$ cat src/rtl/rf_pkg.sv
// Shared types and constants for the register-file write-port scheduler.
package rf_pkg;

    localparam int RF_ADDR_W   = 5;
    localparam int RF_DATA_W   = 32;
    localparam int RF_NUM_REGS = 2 ** RF_ADDR_W;

    typedef enum logic {
        SCRUB,
        RUN
    } rf_sched_state_t;

    typedef logic [RF_ADDR_W-1:0] rf_addr_t;
    typedef logic [RF_DATA_W-1:0] rf_data_t;

endpackage

$ cat src/rtl/rr_arb2.sv
// Two-input round-robin arbiter; on a tie the input that did not win last time is granted.
module rr_arb2 (
    input  logic [1:0] valid,
    input  logic       last_grant,
    input  logic       enable,
    output logic [1:0] grant
);

    always_comb begin
        grant = '0;
        if (enable) begin
            case (valid)
                2'b01:   grant = 2'b01;
                2'b10:   grant = 2'b10;
                2'b11:   grant = last_grant ? 2'b01 : 2'b10;
                default: grant = '0;
            endcase
        end
    end

endmodule

$ cat src/rtl/rf_write_sched.sv
// Owns the regfile write port: zero-scrubs x1..x31 after reset, then shares the
// port between ALU writeback (req0) and load writeback (req1) round-robin.
module rf_write_sched
    import rf_pkg::*;
#(
    parameter int DATA_W   = RF_DATA_W,
    parameter int ADDR_W   = RF_ADDR_W,
    parameter bit SCRUB_EN = 1'b1
) (
    input  logic              clock,
    input  logic              reset_b,
    input  logic              req0_valid,
    input  logic [ADDR_W-1:0] req0_addr,
    input  logic [DATA_W-1:0] req0_data,
    output logic              req0_ready,
    input  logic              req1_valid,
    input  logic [ADDR_W-1:0] req1_addr,
    input  logic [DATA_W-1:0] req1_data,
    output logic              req1_ready,
    output logic              rf_we,
    output logic [ADDR_W-1:0] rf_wa,
    output logic [DATA_W-1:0] rf_wd,
    output logic              init_done
);

    localparam rf_sched_state_t RESET_STATE = SCRUB_EN ? SCRUB : RUN;
    localparam logic [ADDR_W-1:0] LAST_ADDR = '1;

    rf_sched_state_t   state;
    rf_sched_state_t   state_next;
    logic [ADDR_W-1:0] cnt;
    logic              last_grant;
    logic [1:0]        grant;
    logic              accept;
    logic [ADDR_W-1:0] win_addr;
    logic [DATA_W-1:0] win_data;

    rr_arb2 u_arb (
        .valid      ({req1_valid, req0_valid}),
        .last_grant (last_grant),
        .enable     (state == RUN),
        .grant      (grant)
    );

    assign req0_ready = grant[0];
    assign req1_ready = grant[1];
    assign accept     = |grant;
    assign win_addr   = grant[1] ? req1_addr : req0_addr;
    assign win_data   = grant[1] ? req1_data : req0_data;

    always_ff @(posedge clock or negedge reset_b) begin
        if (!reset_b) begin
            state <= RESET_STATE;
        end else begin
            state <= state_next;
        end
    end

    always_comb begin
        state_next = state;
        if (state == SCRUB && cnt == LAST_ADDR) begin
            state_next = RUN;
        end
    end

    // Scrub starts at x1 so x0 is never driven onto the port.
    always_ff @(posedge clock or negedge reset_b) begin
        if (!reset_b) begin
            cnt        <= ADDR_W'(1);
            last_grant <= 1'b1;
            rf_we      <= 1'b0;
            rf_wa      <= '0;
            rf_wd      <= '0;
            init_done  <= 1'b0;
        end else if (state == SCRUB) begin
            rf_we <= 1'b1;
            rf_wa <= cnt;
            rf_wd <= '0;
            cnt   <= cnt + ADDR_W'(1);
            if (cnt == LAST_ADDR) begin
                init_done <= 1'b1;
            end
        end else begin
            init_done <= 1'b1;
            if (accept) begin
                // x0 writes complete the handshake but never reach the port.
                rf_we      <= (win_addr != '0);
                rf_wa      <= win_addr;
                rf_wd      <= win_data;
                last_grant <= grant[1];
            end else begin
                rf_we <= 1'b0;
            end
        end
    end

endmodule

$ cat config.mk
export PLATFORM = sky130hd
export DESIGN_NAME = rf_write_sched
export DESIGN_NICKNAME = d
export VERILOG_FILES = /design/src/rtl/rf_pkg.sv /design/src/rtl/rr_arb2.sv /design/src/rtl/rf_write_sched.sv
export SDC_FILE = /design/constraint.sdc
export NUM_CORES = 1
export LEC_CHECK = 0
export CAP_MARGIN = 20
export CORE_ASPECT_RATIO = 0.5
export CORE_MARGIN = 2
export CORE_UTILIZATION = 35
export CTS_BUF_LIST = sky130_fd_sc_hd__clkbuf_16
export CTS_CLUSTER_SIZE = 28
export DETAILED_ROUTE_END_ITERATION = 10
export PLACE_DENSITY = 0.86
export SLEW_MARGIN = 10
export SYNTH_ARGS = -nofsm -noshare
export SYNTH_HDL_FRONTEND = slang
export SYNTH_SLANG_ARGS = --single-unit
export TNS_END_PERCENT = 1
$ cat constraint.sdc
create_clock -name clock -period 1.39 [get_ports clock]
set_input_delay 0.278 -clock clock [delete_from_list [all_inputs] [get_ports clock]]
set_output_delay 0.278 -clock clock [all_outputs]
set_load 0.02 [all_outputs]
==> impl_metrics.json, run 1 <==
{
  "outcome": "complete, but fails checks",
  "violations": "negative setup slack",
  "nNetsFinal": 392,
  "grt_antenna_before_repair": 0,
  "seqPwrFrac": 0.408,
  "cts_sinks": 46,
  "syn_nets": 263,
  "cts-root-buf": "clkbuf_16",
  "fin_crit_ps": 1548,
  "dp_hpwl_um": 5307,
  "tightestPinTransition_ps": 393.5,
  "dieWidth_um": 117.0,
  "path_clk_slew_ps": 60,
  "fin_skew_ps": 2.709,
  "first_pass_iters": 5,
  "total_power_mw": 3.834,
  "dieArea_mm2": 0.007075,
  "worstSetupPathType": "flop to primary output",
  "port_buffers": 118,
  "post-place-cells": 389,
  "synth-seq-cells": 46,
  "yosys_warnings": 0,
  "fin_ws_ps": -158.4,
  "drive_gt1_frac": 0.1757,
  "cts_buffers": 5,
  "sw_frac_of_total": 0.2877,
  "pin_count": 119,
  "hold_path.class": "flop to flop",
  "place_ws_ps": -616.8,
  "final.setup.tns_ps": -3105,
  "overflow": 0,
  "grt_pass1_vias": 2260,
  "vias_per_cell": 5.564,
  "hold_viol": 0,
  "routedWlPerCell_um": 18.38,
  "relSlewSlack": 0.7370,
  "clockPowerShare": 0.299,
  "setup_viol": 35,
  "grt_usage": 0.2091,
  "rows": 20,
  "ir_worst_vdd_mv": 0.5257,
  "rsz0062_at_grt": "true",
  "vias": 2231,
  "clock_latency_ps": 280,
  "crit_required_ps": 1110,
  "p_leak_nw": 1.622,
  "intPower_mw": 2.731,
  "drc": 0,
  "fp.dieH_um": 60.49,
  "path_max_fanout": 2,
  "cts_tree": "built",
  "grt_max_degree": 37,
  "ys_types": 29,
  "drv_cap": 0,
  "clockBufferDepth": 2,
  "synth_cells": 183,
  "p_comb_frac": 0.293,
  "fmax_ghz": 0.6458,
  "netlist_area_mm2": 0.002233,
  "seq_area_frac_synth": 0.5165,
  "cp-end-kind": "primary output",
  "drtAntennaViolNets": 0,
  "syn_to_final_growth_pct": 68.74,
  "p_switching_mw": 1.103,
  "drtIter0Drc": 110,
  "start_util": 0.3658,
  "routed_wirelength_um": 7369,
  "fin_util": 0.6172,
  "slew_violations": 0,
  "min_period_over_period": 1.114,
  "fin_cells": 401,
  "avgSynthCellArea_um2": 12.20,
  "core_area_mm2": 0.006106,
  "antenna_cells": 0,
  "p_per_area_mw_per_mm2": 1017,
  "finalWeightedCongestion": 0.7974,
  "critPathArrivalTime_ps": 1270,
  "htree_levels": 2,
  "grt_pass1_wl_um": 11180,
  "start_kind": "flop"
}
## cell usage after synthesis
cell,count,area [µm²]
inv_1,6,22.52
a22o_1,32,280.3
nor2_1,2,7.510
o221ai_1,1,8.760
o211ai_1,2,15.01
or4_1,3,22.52
or2_2,1,6.260
a211oi_1,1,7.510
ha_1,2,25.02
or3_1,1,6.260
dfrtp_1,44,1101
nor3_1,1,5.000
a31oi_1,1,6.260
nand2b_4,1,13.76
dfstp_2,2,52.55
xnor2_1,3,26.28
nor2b_1,2,12.51
and3_1,3,18.77
buf_6,3,33.78
a21bo_2,1,10.01
clkbuf_1,8,30.03
a31o_2,1,8.760
a21oi_1,1,5.000
a32o_1,32,320.3
o21ai_0,4,20.02
mux2_2,5,56.30
o22ai_1,8,50.05
buf_2,11,55.05
nand2_2,1,6.260
## logic make-up (layout without fill, tap and decap cells)
| family | count (synthesis) | in the layout | synth area share |
|---|---|---|---|
| flip-flops | 46 | 46 | 0.5165 |
| multiplexers | 5 | 5 | 0.02521 |
| AO/OA/AOI/OAI | 84 | 84 | 0.3277 |
| XOR/XNOR | 3 | 3 | 0.01177 |
| adder cells (fa/ha/maj) | 2 | 2 | 0.01120 |
| AND/OR/NAND/NOR | 15 | 15 | 0.04426 |
| buffers and inverters | 28 | 158 | 0.06330 |
## registers in the layout (all words and copies together), names as in the netlist
| name | flops |
|---|---|
| state | 1 |
| init_done | 1 |
| rf_wa | 5 |
| rf_wd | 32 |
| rf_we | 1 |
| last_grant | 1 |
| cnt | 5 |
## metrics by stage
| step | area (µm²) | hold slack, ps |
|---|---|---|
| 2_1_floorplan | 2236 | -17.59 |
| 3_3_place_gp | 3561 | 254.7 |
| 3_5_place_dp | 3576 | 261.0 |
| 4_1_cts | 3740 | 491.1 |
| 5_1_grt | 3769 | 515.8 |
| 6_report | 3769 | 484.7 |
## timing repair
action	4_1_cts	5_1_grt
pin swaps	4	0
hold buffers	1	0
setup endpoints to repair	81	39
endpoints found under the hold margin	18	0
resized for setup	63	5
buffers inserted	2	1
## layout make-up
class	instances	area, µm²
Clock buffer	5	125.1
Clock inverter	3	16.27
Fill cell	491	2337
Inverter	6	22.52
Sequential cell	46	1155
Timing Repair Buffer	144	1351
Tap cell	88	110.1
Multi-Input combinational cell	109	988.4
## layer usage
layer  vias to the layer above  part of all wire  global-route usage
met1                      1135              0.39              0.2585
met4                         0             0.018             0.06723
met5                         -                 0                   0
met3                        13             0.048             0.03996
met2                        82              0.54              0.3799
li1                       1001                 -                   -
## layout by cell type (no fill, tap or decap), drive strengths merged
master         synthesis  layout
nor2                   2       2
nand2b                 1       1
a31oi                  1       1
dfstp                  2       2
clkbuf                 8       5
inv                    6       6
o21ai                  4       4
clkinvlp               0       1
mux2                   5       5
dlygate4sd3            0       1
nor2b                  2       2
dfrtp                 44      44
xnor2                  3       3
buf                   14      28
nand2                  1       1
dlygate4sd2            0      41
a21bo                  1       1
o22ai                  8       8
or2                    1       1
or3                    1       1
clkinv                 0       2
o221ai                 1       1
nor3                   1       1
or4                    3       3
ha                     2       2
a32o                  32      32
a31o                   1       1
clkdlybuf4s50          0      74
a211oi                 1       1
and3                   3       3
a21oi                  1       1
a22o                  32      32
o211ai                 2       2
## power groups by stage
stage | Sequential, mW | Clock (mW) | Combinational (mW)
detailed placement | 1.59 | 0 | 1.18
finish | 1.56 | 1.15 | 1.12
floorplan | 1.76 | 0 | 0.359
global placement | 1.58 | 0 | 1.14
CTS | 1.56 | 1.15 | 1.11
global route | 1.58 | 1.21 | 1.19
## worst paths after layout
kind	start	cells after the start	slack, ps	end
worst min-delay path	init_done	1	480	init_done
min in group asynchronous	reset_b	3	490	rf_wd[10]
max in group asynchronous	reset_b	3	540	last_grant
worst min register to register	init_done	1	480	init_done
worst max-delay path	last_grant	3	-160	req0_ready
worst max register to register	last_grant	5	-120	rf_wd[31]
## critical path, stage by stage, from the launching register on
cell and delay (ps):
dfstp_2 550, nand2b_4 130, and3_4 190, buf_6 120
(Power assumes the default switching activity.)
==> run 2: changes to the inputs <==
--- a/config.mk
+++ b/config.mk
@@ -17,4 +17,4 @@
 export SYNTH_ARGS = -nofsm -noshare
 export SYNTH_HDL_FRONTEND = slang
 export SYNTH_SLANG_ARGS = --single-unit
-export TNS_END_PERCENT = 1
+export TNS_END_PERCENT = 50
==> run 2 against run 1 <==
  * The run still ends with negative setup slack left
  * Global-route usage about the same
  * Non-clock buffer count unchanged
  * Setup slack improved by 5.7 ps
  * Sequential power barely moved
  * Clock power barely moved
  * Die area unchanged
  * Final area barely moved
  * Maximum frequency increased by 0.37%
  * First-iteration DRC count increased by 45%
  * Flip-flop and latch count unchanged
  * Clock skew about the same
  * Critical path type unchanged
  * Largest cell class unchanged
==> impl_metrics.json, run 2 (synthesis results as in run 1) <==
{
  "outcome": "complete, but fails checks",
  "violations": "negative setup slack",
  "dp_hpwl_um": 5307,
  "port_buffers": 118,
  "grt_antenna_before_repair": 0,
  "min_period_over_period": 1.110,
  "place_ws_ps": -616.8,
  "p_per_area_mw_per_mm2": 1020,
  "fin_ws_ps": -152.7,
  "p_leak_nw": 1.622,
  "pin_count": 119,
  "vias_per_cell": 5.531,
  "timing.hold.ws_ps": 483.0,
  "rows": 20,
  "post-place-cells": 389,
  "core_area_mm2": 0.006106,
  "fin_crit_ps": 1543,
  "start_util": 0.3658,
  "multiInputGateArea_um2": 988.4,
  "htree_levels": 2,
  "fp.dieH_um": 60.49,
  "drive_gt1_frac": 0.1725,
  "setup_viol": 35,
  "nNetsFinal": 392,
  "reg_top3": "rf_wd x32, cnt x5, rf_wa x5",
  "worstSetupPathType": "flop to primary output",
  "fillers": 491,
  "grt_usage": 0.2095,
  "path_max_fanout": 2,
  "dieWidth_um": 117.0,
  "hold_viol": 0,
  "grt_pass1_wl_um": 11220,
  "fin_cells": 401,
  "vias": 2218,
  "fin_skew_ps": 3.042,
  "drtAntennaViolNets": 0,
  "final.setup.tns_ps": -2855,
  "grt_max_degree": 37,
  "finalWeightedCongestion": 0.7974,
  "ir_worst_vdd_mv": 0.5419,
  "rsz0062_at_grt": "true",
  "cts-root-buf": "clkbuf_16",
  "routedWlPerCell_um": 18.53,
  "antenna_cells": 0,
  "drtIter0Drc": 159,
  "syn_to_final_growth_pct": 68.68,
  "fmax_ghz": 0.6482,
  "path_clk_slew_ps": 60,
  "start_kind": "flop",
  "crit_start": "last_grant",
  "final_design_area_no_fill_mm2": 0.003767,
  "drv_cap": 0,
  "final_common_cell": "clkdlybuf4s50_1",
  "overflow": 0,
  "slew_violations": 0,
  "layout_common_cells": "74 x clkdlybuf4s50_1, 44 x dfrtp_1, 41 x dlygate4sd2_1",
  "cts_sinks": 46,
  "drc": 0,
  "grt_pass1_vias": 2261,
  "first_pass_iters": 4,
  "hp-start": "init_done",
  "reg2reg_from": "last_grant",
  "clock_latency_ps": 280,
  "cp-end-kind": "primary output",
  "critPathArrivalTime_ps": 1260,
  "relSlewSlack": 0.7529,
  "cts_buffers": 5,
  "crit_required_ps": 1110,
  "final-seq-area_mm2": 0.001154,
  "cts_tree": "built",
  "place_area_mm2": 0.003576,
  "hold_path.class": "flop to flop",
  "tightestPinTransition_ps": 369.7,
  "regMostFlops": "rf_wd",
  "clockBufferDepth": 2,
  "routed_wirelength_um": 7430,
  "largest_register_ffs": 32,
  "dieArea_mm2": 0.007075
}
run 2: worst paths after layout:
check                      cells after the start  slack [ps]         end
max                                            4        -150  req1_ready
min                                            1         480   init_done
max reg2reg                                    5        -110   rf_wd[25]
min reg2reg                                    1         480   init_done
max in group asynchronous                      3         540  last_grant
min in group asynchronous                      3         490   init_done
run 2: critical path, stage by stage (launching register included):
cell     delay, ps
dfstp_2        550
buf_6          110
nand2_4         40
and3_4         160
buf_6          120
run 2: stage by stage:
step	total power [mW]	utilization
CTS	3.831	0.6133
finish	3.841	0.6170
global placement	2.727	0.5832
global route	3.982	0.6170
floorplan	2.116	-
detailed placement	2.769	0.5857
run 2: area by class of cell:
| class | instances | share of cell area |
|---|---|---|
| clock buffer | 5 | 0.03321 |
| clock inverter | 3 | 0.004318 |
| inverter | 6 | 0.005978 |
| multi-input combinational | 109 | 0.2624 |
| sequential | 46 | 0.3062 |
| tap | 88 | 0.02923 |
| timing repair buffer | 144 | 0.3587 |
run 2: power by group:
part           switching [mW]  internal (mW)
logic                   0.535          0.590
clock network           0.495          0.657
registers              0.0798           1.48
total                    1.11           2.73
run 2: what timing repair did:
item / CTS / global route
setup endpoints to repair: 81 / 39
gates resized for setup: 64 / 3
hold endpoints to repair: 18 / 0
pin swaps: 4 / 0
buffers inserted: 2 / 1
hold buffers: 1 / 0
run 2: layer usage:
metal / vias up / global-route usage / share of wire
met5: - / 0 / 0
met4: 0 / 0.07059 / 0.021
met3: 15 / 0.03896 / 0.042
met2: 74 / 0.3765 / 0.53
met1: 1130 / 0.2617 / 0.41
li1: 999 / - / -
==> run 3: changes to the inputs <==
--- a/config.mk
+++ b/config.mk
@@ -6,9 +6,11 @@
 export NUM_CORES = 1
 export LEC_CHECK = 0
 export CAP_MARGIN = 20
+export CELL_PAD_IN_SITES_DETAIL_PLACEMENT = 1
+export CELL_PAD_IN_SITES_GLOBAL_PLACEMENT = 2
 export CORE_ASPECT_RATIO = 0.5
 export CORE_MARGIN = 2
-export CORE_UTILIZATION = 35
+export CORE_UTILIZATION = 21
 export CTS_BUF_LIST = sky130_fd_sc_hd__clkbuf_16
 export CTS_CLUSTER_SIZE = 28
 export DETAILED_ROUTE_END_ITERATION = 10
==> run 3 against run 2 <==
  * The run still ends with negative setup slack left
  * First-iteration DRC count is 54% lower
  * Maximum frequency decreased by 2.3%
  * Die area grew 63%
  * Setup slack worse by 36 ps
  * Wire length increased by 10%
  * Worst hold slack worse by 19 ps
  * Core utilization decreased by 24 points
  * Register-to-register slack lost 40 ps
  * Global-route usage shrank 6.8 points
  * Critical path depth shrank 1
  * Critical endpoint is now req0_ready
==> impl_metrics.json, run 3 (synthesis results as in run 1) <==
{
  "setup_viol": 40,
  "port_buffers": 118,
  "cts-root-buf": "clkbuf_16",
  "critPathSlowestCell": "dfstp_2",
  "drive_gt1_frac": 0.1699,
  "reg2reg_slack_ps": -150,
  "largest_register_ffs": 32,
  "layout_common_cells": "75 x clkdlybuf4s50_1, 44 x dfrtp_1, 40 x dlygate4sd2_1",
  "critPathMaxStageDelay_ps": 550,
  "path_cells": "nand2b_4, and3_1, buf_6",
  "fmax_ghz": 0.6334,
  "cp-end-kind": "primary output",
  "tightestPinTransition_ps": 363.3,
  "timing.hold.ws_ps": 464.1,
  "routed_wirelength_um": 8184,
  "p_per_area_mw_per_mm2": 1044,
  "crit_required_ps": 1110,
  "routedWlPerCell_um": 18.11,
  "critPathTopFamily": "flip-flops",
  "first_pass_iters": 4,
  "dp_hpwl_um": 5902,
  "start_kind": "flop",
  "cts_buffers": 5,
  "outcome": "complete, but fails checks",
  "regMostFlops": "rf_wd",
  "drv_cap": 0,
  "slew_violations": 0,
  "antenna_cells": 0,
  "fin_util": 0.3762,
  "nNetsFinal": 391,
  "violations": "negative setup slack",
  "fin_skew_ps": 4.744,
  "overflow": 0,
  "hold_path.class": "flop to flop",
  "fin_ws_ps": -188.8,
  "core_area_mm2": 0.01028,
  "clockBufferDepth": 2,
  "vias": 2193,
  "final_common_cell": "clkdlybuf4s50_1",
  "place_area_mm2": 0.003684,
  "pin_count": 119,
  "grt_pass1_vias": 2398,
  "start_util": 0.2173,
  "crit_buf_inv": 1,
  "ir_worst_vdd_mv": 0.6509,
  "rsz0062_at_grt": "true",
  "vias_per_cell": 4.852,
  "critPathArrivalTime_ps": 1300,
  "fin_crit_ps": 1579,
  "cts_tree": "built",
  "rows": 26,
  "cts_sinks": 46,
  "fillers": 1129,
  "path_max_fanout": 2,
  "p_leak_nw": 1.649,
  "grt_max_degree": 52,
  "worstSetupPathType": "flop to primary output",
  "drtAntennaViolNets": 0,
  "grt_antenna_before_repair": 0,
  "drtIter0Drc": 73,
  "grt_pass1_wl_um": 12720,
  "dieArea_mm2": 0.01153,
  "relSlewSlack": 0.7578,
  "min_period_over_period": 1.136,
  "dieWidth_um": 149.8,
  "path_clk_slew_ps": 70,
  "final_design_area_no_fill_mm2": 0.003867,
  "final.setup.tns_ps": -5290,
  "syn_to_final_growth_pct": 73.17,
  "finalWeightedCongestion": 0.7630,
  "reg_top3": "rf_wd x32, cnt x5, rf_wa x5",
  "htree_levels": 2,
  "drc": 0,
  "clock_latency_ps": 280,
  "grt_usage": 0.1416,
  "hold_viol": 0,
  "fp.dieH_um": 76.92
}
==> run 3: repair_timing <==
item | in CTS | in global routing
setup buffers | 1 | 1
setup endpoints to repair | 82 | 42
hold buffers | 1 | 0
hold endpoints to repair | 44 | 0
gates cloned | 0 | 0
pin swaps | 0 | 1
resized for setup | 59 | 4
==> run 3: worst paths after layout <==
check | to | from | depth (start not counted)
setup / recovery | req0_ready | last_grant | 3
hold / removal | init_done | init_done | 1
setup reg to reg | rf_wd[5] | last_grant | 4
hold reg to reg | init_done | init_done | 1
max in group asynchronous | last_grant | reset_b | 3
min in group asynchronous | init_done | reset_b | 3
==> run 3: layout make-up <==
type / count / area, µm² / area share
repair buffers: 143 / 1389 / 0.3591
inverters: 6 / 22.52 / 0.005823
clock buffers: 5 / 125.1 / 0.03235
well taps: 140 / 175.2 / 0.04529
flip-flops and latches: 46 / 1154 / 0.2983
clock inverters: 3 / 40.04 / 0.01035
multi-input cells: 109 / 962.2 / 0.2488
==> run 3: report_power, final <==
part	switching, mW	internal (mW)	leakage (nW)
combinational	0.537	0.601	1.01
sequential	0.0773	1.48	0.551
clock	0.496	0.842	0.0836
==> run 3: per-layer routing <==
metal | GRT usage | part of all wire | up-vias
li1 | - | - | 1000
met1 | 0.1517 | 0.41 | 1140
met2 | 0.2772 | 0.54 | 40
met3 | 0.02917 | 0.032 | 13
met4 | 0.04340 | 0.022 | 0
met5 | 0 | 0 | -
==> run 3: through the flow <==
stage	power [mW]	setup WS, ps	cells
floorplan	2.116	-5.582	183
global placement	2.761	-525.4	441
detailed placement	2.800	-617.9	441
CTS	4.080	-177.6	451
global route	4.222	-213.8	452
finish	4.038	-188.8	452
